===== src/rtl/emu_pkg.sv =====
// Shared types and widths for the emulation transactor: sequencer states and byte/counter widths.
package emu_pkg;
  localparam int BYTE_W = 8;
  localparam int STEP_W = 8;

  typedef enum logic [1:0] {
    ST_IDLE = 2'd0,
    ST_LOAD = 2'd1,
    ST_RUN  = 2'd2,
    ST_CAPT = 2'd3
  } emu_state_e;
endpackage


===== src/rtl/emu_xactor_p_if.sv =====
// Host command / DUT vector bundle of the transactor. The master side is the host plus the DUT
// wrapper; the slave side is emu_xactor_p.
interface emu_xactor_p_if #(
  parameter int NUM_STIM = 2,
  parameter int NUM_OUT  = 4,
  parameter int ADDR_W   = 4
) ();
  import emu_pkg::*;

  logic [BYTE_W-1:0]          Din_emu;
  logic [BYTE_W-1:0]          Dout_emu;
  logic [ADDR_W-1:0]          Addr_emu;
  logic                       wr_emu;
  logic                       load_emu;
  logic                       get_emu;
  logic                       step_emu;
  logic [STEP_W-1:0]          step_cnt;
  logic [NUM_STIM*BYTE_W-1:0] stim_o;
  logic [NUM_OUT*BYTE_W-1:0]  vect_i;
  logic                       dut_ce;
  logic                       busy;

  modport master (
    output Din_emu, Addr_emu, wr_emu, load_emu, get_emu, step_emu, step_cnt, vect_i,
    input  Dout_emu, stim_o, dut_ce, busy
  );

  modport slave (
    input  Din_emu, Addr_emu, wr_emu, load_emu, get_emu, step_emu, step_cnt, vect_i,
    output Dout_emu, stim_o, dut_ce, busy
  );
endinterface


===== src/rtl/emu_step_seq.sv =====
// Step sequencer: LOAD (1 cycle), RUN (dut_ce for i_cnt cycles), CAPT (1 cycle); busy for i_cnt+2 cycles.
// Starts are only taken in IDLE; the caller must qualify i_start with !o_busy.
module emu_step_seq
  import emu_pkg::*;
(
  input  logic              clk_emu,
  input  logic              rst_emu_n,
  input  logic              i_start,
  input  logic [STEP_W-1:0] i_cnt,
  output logic              o_dut_ce,
  output logic              o_busy,
  output logic              o_do_load,
  output logic              o_do_capt
);

  emu_state_e        r_state;
  logic [STEP_W-1:0] r_cnt;
  logic              r_dut_ce;
  logic              r_busy;
  logic              r_do_load;
  logic              r_do_capt;

  always_ff @(posedge clk_emu or negedge rst_emu_n) begin
    if (!rst_emu_n) begin
      r_state   <= ST_IDLE;
      r_cnt     <= '0;
      r_dut_ce  <= 1'b0;
      r_busy    <= 1'b0;
      r_do_load <= 1'b0;
      r_do_capt <= 1'b0;
    end else begin
      case (r_state)
        ST_IDLE: begin
          if (i_start) begin
            r_cnt     <= i_cnt;
            r_state   <= ST_LOAD;
            r_busy    <= 1'b1;
            r_do_load <= 1'b1;
          end
        end
        ST_LOAD: begin
          r_do_load <= 1'b0;
          if (r_cnt == '0) begin
            r_state   <= ST_CAPT;
            r_do_capt <= 1'b1;
          end else begin
            r_state  <= ST_RUN;
            r_dut_ce <= 1'b1;
          end
        end
        ST_RUN: begin
          // r_cnt holds the pulses still owed including the current one
          if (r_cnt == STEP_W'(1)) begin
            r_cnt     <= '0;
            r_dut_ce  <= 1'b0;
            r_do_capt <= 1'b1;
            r_state   <= ST_CAPT;
          end else begin
            r_cnt <= r_cnt - STEP_W'(1);
          end
        end
        ST_CAPT: begin
          r_do_capt <= 1'b0;
          r_busy    <= 1'b0;
          r_state   <= ST_IDLE;
        end
        default: r_state <= ST_IDLE;
      endcase
    end
  end

  assign o_dut_ce  = r_dut_ce;
  assign o_busy    = r_busy;
  assign o_do_load = r_do_load;
  assign o_do_capt = r_do_capt;

endmodule


===== src/rtl/emu_xactor_p.sv =====
// Emulation transactor: host-written stimulus buffer -> stim_o, vect_i -> capture buffer -> Dout_emu.
// Host reads return one cycle after the address; commands other than wr_emu are dropped while busy.
module emu_xactor_p
  import emu_pkg::*;
#(
  parameter int NUM_STIM = 2,
  parameter int NUM_OUT  = 4,
  parameter int ADDR_W   = 4
) (
  input  logic           clk_emu,
  input  logic           rst_emu_n,
  emu_xactor_p_if.slave  bus
);

  logic [NUM_STIM-1:0][BYTE_W-1:0] r_stim_buf;
  logic [NUM_STIM-1:0][BYTE_W-1:0] r_stim;
  logic [NUM_OUT-1:0][BYTE_W-1:0]  r_cap;
  logic [BYTE_W-1:0]               r_dout;
  logic [BYTE_W-1:0]               w_rd_byte;
  logic w_busy, w_dut_ce, w_do_load, w_do_capt;
  logic w_load_acc, w_get_acc, w_step_acc, w_wr_acc;

  // Priority in IDLE: load > get > step > write; only writes survive while busy
  assign w_load_acc = !w_busy && bus.load_emu;
  assign w_get_acc  = !w_busy && !bus.load_emu && bus.get_emu;
  assign w_step_acc = !w_busy && !bus.load_emu && !bus.get_emu && bus.step_emu;
  assign w_wr_acc   = bus.wr_emu &&
                      (w_busy || !(bus.load_emu || bus.get_emu || bus.step_emu));

  emu_step_seq u_seq (
    .clk_emu   (clk_emu),
    .rst_emu_n (rst_emu_n),
    .i_start   (w_step_acc),
    .i_cnt     (bus.step_cnt),
    .o_dut_ce  (w_dut_ce),
    .o_busy    (w_busy),
    .o_do_load (w_do_load),
    .o_do_capt (w_do_capt)
  );

  // Exact address match per byte: out-of-range addresses hit nothing
  always_comb begin
    w_rd_byte = '0;
    for (int k = 0; k < NUM_OUT; k++) begin
      if (bus.Addr_emu == ADDR_W'(k)) w_rd_byte = r_cap[k];
    end
  end

  always_ff @(posedge clk_emu or negedge rst_emu_n) begin
    if (!rst_emu_n) begin
      r_stim_buf <= '0;
      r_stim     <= '0;
      r_cap      <= '0;
      r_dout     <= '0;
    end else begin
      for (int k = 0; k < NUM_STIM; k++) begin
        if (w_wr_acc && bus.Addr_emu == ADDR_W'(k)) r_stim_buf[k] <= bus.Din_emu;
      end
      if (w_load_acc || w_do_load) r_stim <= r_stim_buf;
      if (w_get_acc || w_do_capt)  r_cap  <= bus.vect_i;
      // Reads see the old capture value in the capture cycle itself
      if (!(w_load_acc || w_get_acc)) r_dout <= w_rd_byte;
    end
  end

  assign bus.stim_o   = r_stim;
  assign bus.Dout_emu = r_dout;
  assign bus.dut_ce   = w_dut_ce;
  assign bus.busy     = w_busy;

endmodule


===== src/flat_wrapper.sv =====
// flat-port wrapper written by rule: the top's interface ports become plain ports
module emu_xactor_p_flat import emu_pkg::*;
#(
  parameter int NUM_STIM = 2,
  parameter int NUM_OUT  = 4,
  parameter int ADDR_W   = 4
)
  (clk_emu, rst_emu_n, bus_Din_emu, bus_Addr_emu, bus_wr_emu, bus_load_emu, bus_get_emu, bus_step_emu, bus_step_cnt, bus_vect_i, bus_Dout_emu, bus_stim_o, bus_dut_ce, bus_busy);
  emu_xactor_p_if #(.NUM_STIM(NUM_STIM), .NUM_OUT(NUM_OUT), .ADDR_W(ADDR_W)) bus_i ();
  input  logic clk_emu;
  input  logic rst_emu_n;
  input wire logic [$bits(bus_i.Din_emu)-1:0] bus_Din_emu;
  input wire logic [$bits(bus_i.Addr_emu)-1:0] bus_Addr_emu;
  input wire logic [$bits(bus_i.wr_emu)-1:0] bus_wr_emu;
  input wire logic [$bits(bus_i.load_emu)-1:0] bus_load_emu;
  input wire logic [$bits(bus_i.get_emu)-1:0] bus_get_emu;
  input wire logic [$bits(bus_i.step_emu)-1:0] bus_step_emu;
  input wire logic [$bits(bus_i.step_cnt)-1:0] bus_step_cnt;
  input wire logic [$bits(bus_i.vect_i)-1:0] bus_vect_i;
  output wire logic [$bits(bus_i.Dout_emu)-1:0] bus_Dout_emu;
  output wire logic [$bits(bus_i.stim_o)-1:0] bus_stim_o;
  output wire logic [$bits(bus_i.dut_ce)-1:0] bus_dut_ce;
  output wire logic [$bits(bus_i.busy)-1:0] bus_busy;
  assign bus_i.Din_emu = bus_Din_emu;
  assign bus_i.Addr_emu = bus_Addr_emu;
  assign bus_i.wr_emu = bus_wr_emu;
  assign bus_i.load_emu = bus_load_emu;
  assign bus_i.get_emu = bus_get_emu;
  assign bus_i.step_emu = bus_step_emu;
  assign bus_i.step_cnt = bus_step_cnt;
  assign bus_i.vect_i = bus_vect_i;
  assign bus_Dout_emu = bus_i.Dout_emu;
  assign bus_stim_o = bus_i.stim_o;
  assign bus_dut_ce = bus_i.dut_ce;
  assign bus_busy = bus_i.busy;
  emu_xactor_p #(.NUM_STIM(NUM_STIM), .NUM_OUT(NUM_OUT), .ADDR_W(ADDR_W)) u_core (.clk_emu(clk_emu), .rst_emu_n(rst_emu_n), .bus(bus_i));
endmodule

===== config.mk =====
export PLATFORM = sky130hd
export DESIGN_NAME = emu_xactor_p_flat
export DESIGN_NICKNAME = d
export VERILOG_FILES = /design/src/rtl/emu_pkg.sv /design/src/rtl/emu_xactor_p_if.sv /design/src/rtl/emu_step_seq.sv /design/src/rtl/emu_xactor_p.sv /design/src/flat_wrapper.sv
export SDC_FILE = /design/constraint.sdc
export NUM_CORES = 1
export LEC_CHECK = 0
export ABC_AREA = 1
export CELL_PAD_IN_SITES_DETAIL_PLACEMENT = 0
export CELL_PAD_IN_SITES_GLOBAL_PLACEMENT = 1
export CORE_MARGIN = 5
export CORE_UTILIZATION = 41
export DETAILED_ROUTE_END_ITERATION = 16
export HOLD_SLACK_MARGIN = 0.05
export PLACE_DENSITY_LB_ADDON = 0.1
export SETUP_SLACK_MARGIN = 0.05
export SYNTH_ARGS = -nofsm -noshare
export SYNTH_HDL_FRONTEND = slang
export SYNTH_SLANG_ARGS = --single-unit

===== constraint.sdc =====
create_clock -name clk_emu -period 3.3 [get_ports clk_emu]
set_clock_uncertainty 0.15 [all_clocks]
set_input_delay 0.99 -clock clk_emu [delete_from_list [all_inputs] [get_ports clk_emu]]
set_output_delay 0.99 -clock clk_emu [all_outputs]
set_load 0.02 [all_outputs]

==> out/metrics.csv <==
metric;value;unit
nNetsFinal;592;
antenna_found_initial;0;
wl_per_cell;13.8;µm
drc;0;
crit_path_end_kind;output pin;
synth_area_leader_cell;dfrtp_1;
peakVddDrop;0.311;mV
vias_per_cell;4.71;
clock-sinks;86;
rows;36;
core;0.00968;mm²
pwr-share-comb;40.5;%
synthCells;438;
hold_viol;0;
grt_pass1_wl;15500;µm
fp.dieH;109;µm
gp_congestion;0.831;
hold_path_class;flip-flop to flip-flop;
synth_area_per_cell;9.21;µm²
clock-root-buffer;clkbuf_8;
synth_compound_area_share;13.2;%
track_usage;16.9;%
crit_path_cell_trace;clkdlybuf4s50_1;
worst-setup-path-type;flip-flop to output pin;
synth_edf_count;0;
fin_setup_tns;0;ns
cts_made_buffers;9;
ioPinCount;84;
maxCapViolCount;0;
utilization;53.7;%
drv_slew;0;
synth_top_family_by_area;simple AND/OR/NAND/NOR gates;
cts_tree;done;
power.density;821;mW/mm²
yosys-top-cells-area;dfrtp_1, nand2_1, inv_1;
outcome;completed;
initial_core_util;41.6;%
cts_hold_buf;0;
yosysWarnings;0;
cpMaxStageDelayCell;clkdlybuf4s50_1;
clock_path_buffers;2;
die-area;0.0119;mm²
layout_commonest_cell;nand2_1;
start_kind;flip-flop;
max_stage_delay;0.63;ns
total_leakage_power;0.00248;µW
globalRouteOverflowTotal;0;
post_cts_buffers;0;
yosys.area_share.simple;18.6;%
htreeDepth;3;
synthMuxAreaShare;4.47;%
port_buffers;83;
rsz0062_at_grt;no;
p_clk_share;17.3;%
crit_family;buffers and inverters;
fmax;390;MHz
ys.flop_type;dfrtp_1;
intPower;2580;µW
tightest_slew;0.611;ns
die_w;109;µm
postCtsResizedCells;0;
grt_start_max_net_pins;65;
min_period;2.56;ns
via_count;3130;
dr.pass1.iters;4;
syn_nets;504;
syn-cell-area;0.00403;mm²
drt_wl_total;9150;µm
synthToLayoutAreaGrowth;29.0;%
yosys.area_share.xor_xnor;0.434;%
synth-seq-cells;86;
n_antenna_cell;0;
p_sw;1690;µW
path_buf_inv;1;
clkTransAtPathRegs;0.10;ns
layout-drive-gt1-share;13.9;%
synth-adder-area-share;2.48;%
yosysTopAreaCellShare;53.4;%
cp.required;2.16;ns
drt.antenna.violating_nets;0;
dp_hpwl;6750;µm
final_cell_mix;nand2_1, dfrtp_1, clkdlybuf4s50_1;
crit_fanout;4;
relSlewSlack;59.3;%
drt_iter0_drc;82;
post-route-period-util;77.7;%
grt_pass1_vias;3247;
p_seq_share;42.3;%
netSwitchingFraction;39.6;%
finalSetupViolCount;0;
async_flop_share;100;%
clkLatencyLatePin;0.36;ns
yosysUniqueCellTypes;30;
crit_arrival;1.42;ns
ys_seq_area_share;53.4;%
[metal layers]
metal,GRT usage [%],part of all wire (%),wire length [µm],vias up
met5,0,0,0,-
met4,5.70,1.4,128,0
met3,4.80,5.3,486,12
met2,28.5,51,4640,72
met1,20.7,43,3900,1468
li1,-,-,-,1578
[tightest hold or removal path, stage by stage, from the launching register on]
cell and delay [ns]:
dfrtp_1 0.36, nand2_1 0.05, nand2_1 0.05
[synthesized netlist by cell type (4+ instances only)]
cell / count
a22oi_1: 9
nand2_2: 4
nor2_1: 42
dfrtp_1: 86
mux2_2: 16
ha_1: 8
a21oi_1: 8
o21ai_2: 16
buf_2: 4
inv_1: 58
nor2_4: 5
o21ai_0: 41
nand2_1: 95
o22ai_1: 5
nand3_1: 13
[metrics by stage]
stage	setup WS [ns]	cell area [µm²]	power, µW	instances	hold WS [ns]
floorplan	1.28	4030	2920	438	0.294
global placement	0.676	5000	3540	648	0.311
detailed placement	0.653	5000	3580	648	0.316
CTS	0.702	5200	4340	664	0.343
global route	0.660	5200	4660	664	0.359
finish	0.737	5200	4270	664	0.337
[cells by family (layout without fill, tap and decap cells)]
family	after synthesis	count (layout)
AOI/OAI and AO/OA	84	84
adders and majority gates	8	8
and+or+nand+nor	170	170
xor gates and xnor gates	2	2
buffers and inverters	72	165
DFF	86	86
muxes	16	16
[flip-flops by register name, indices dropped and copies added (netlist names)]
name	flops
u_core.u_seq.o_busy	1
u_core.bus.stim_o	16
u_core.u_seq.o_do_load	1
u_core.u_seq.o_do_capt	1
u_core.bus.Dout_emu	8
u_core.r_stim_buf	16
u_core.u_seq.r_cnt	8
u_core.u_seq.r_state	2
u_core.r_cap	32
u_core.u_seq.o_dut_ce	1
[final timing paths]
| check | end | slack [ns] | cells after the start | from |
|---|---|---|---|---|
| min in group asynchronous | u_core.r_stim_buf[4] | 0.48 | 1 | rst_emu_n |
| worst max-delay path | bus_busy | 0.74 | 1 | u_core.u_seq.o_busy |
| worst max register to register | u_core.u_seq.o_do_capt | 1.54 | 7 | u_core.u_seq.r_state[0] |
| max in group asynchronous | u_core.bus.stim_o[6] | 1.84 | 2 | rst_emu_n |
| worst min-delay path | u_core.u_seq.o_do_capt | 0.34 | 2 | u_core.u_seq.o_do_capt |
| worst min register to register | u_core.u_seq.o_do_capt | 0.34 | 2 | u_core.u_seq.o_do_capt |
[power by group through the flow]
stage / Clock [µW] / Sequential [µW] / Combinational (µW)
2_1_floorplan: 0 / 1910 / 1010
3_3_place_gp: 0 / 1830 / 1710
3_5_place_dp: 0 / 1830 / 1750
4_1_cts: 764 / 1820 / 1760
5_1_grt: 819 / 1870 / 1970
6_report: 737 / 1800 / 1730
[final cells by class]
cell class / instances / area, µm²
repair buffers: 88 / 878
inverters: 61 / 229
clock inverters: 7 / 73.8
fillers: 957 / 4480
multi-input cells: 280 / 1580
flip-flops and latches: 86 / 2150
well taps: 133 / 166
clock buffers: 9 / 124
No activity file was read; power rests on OpenSTA's default activity.
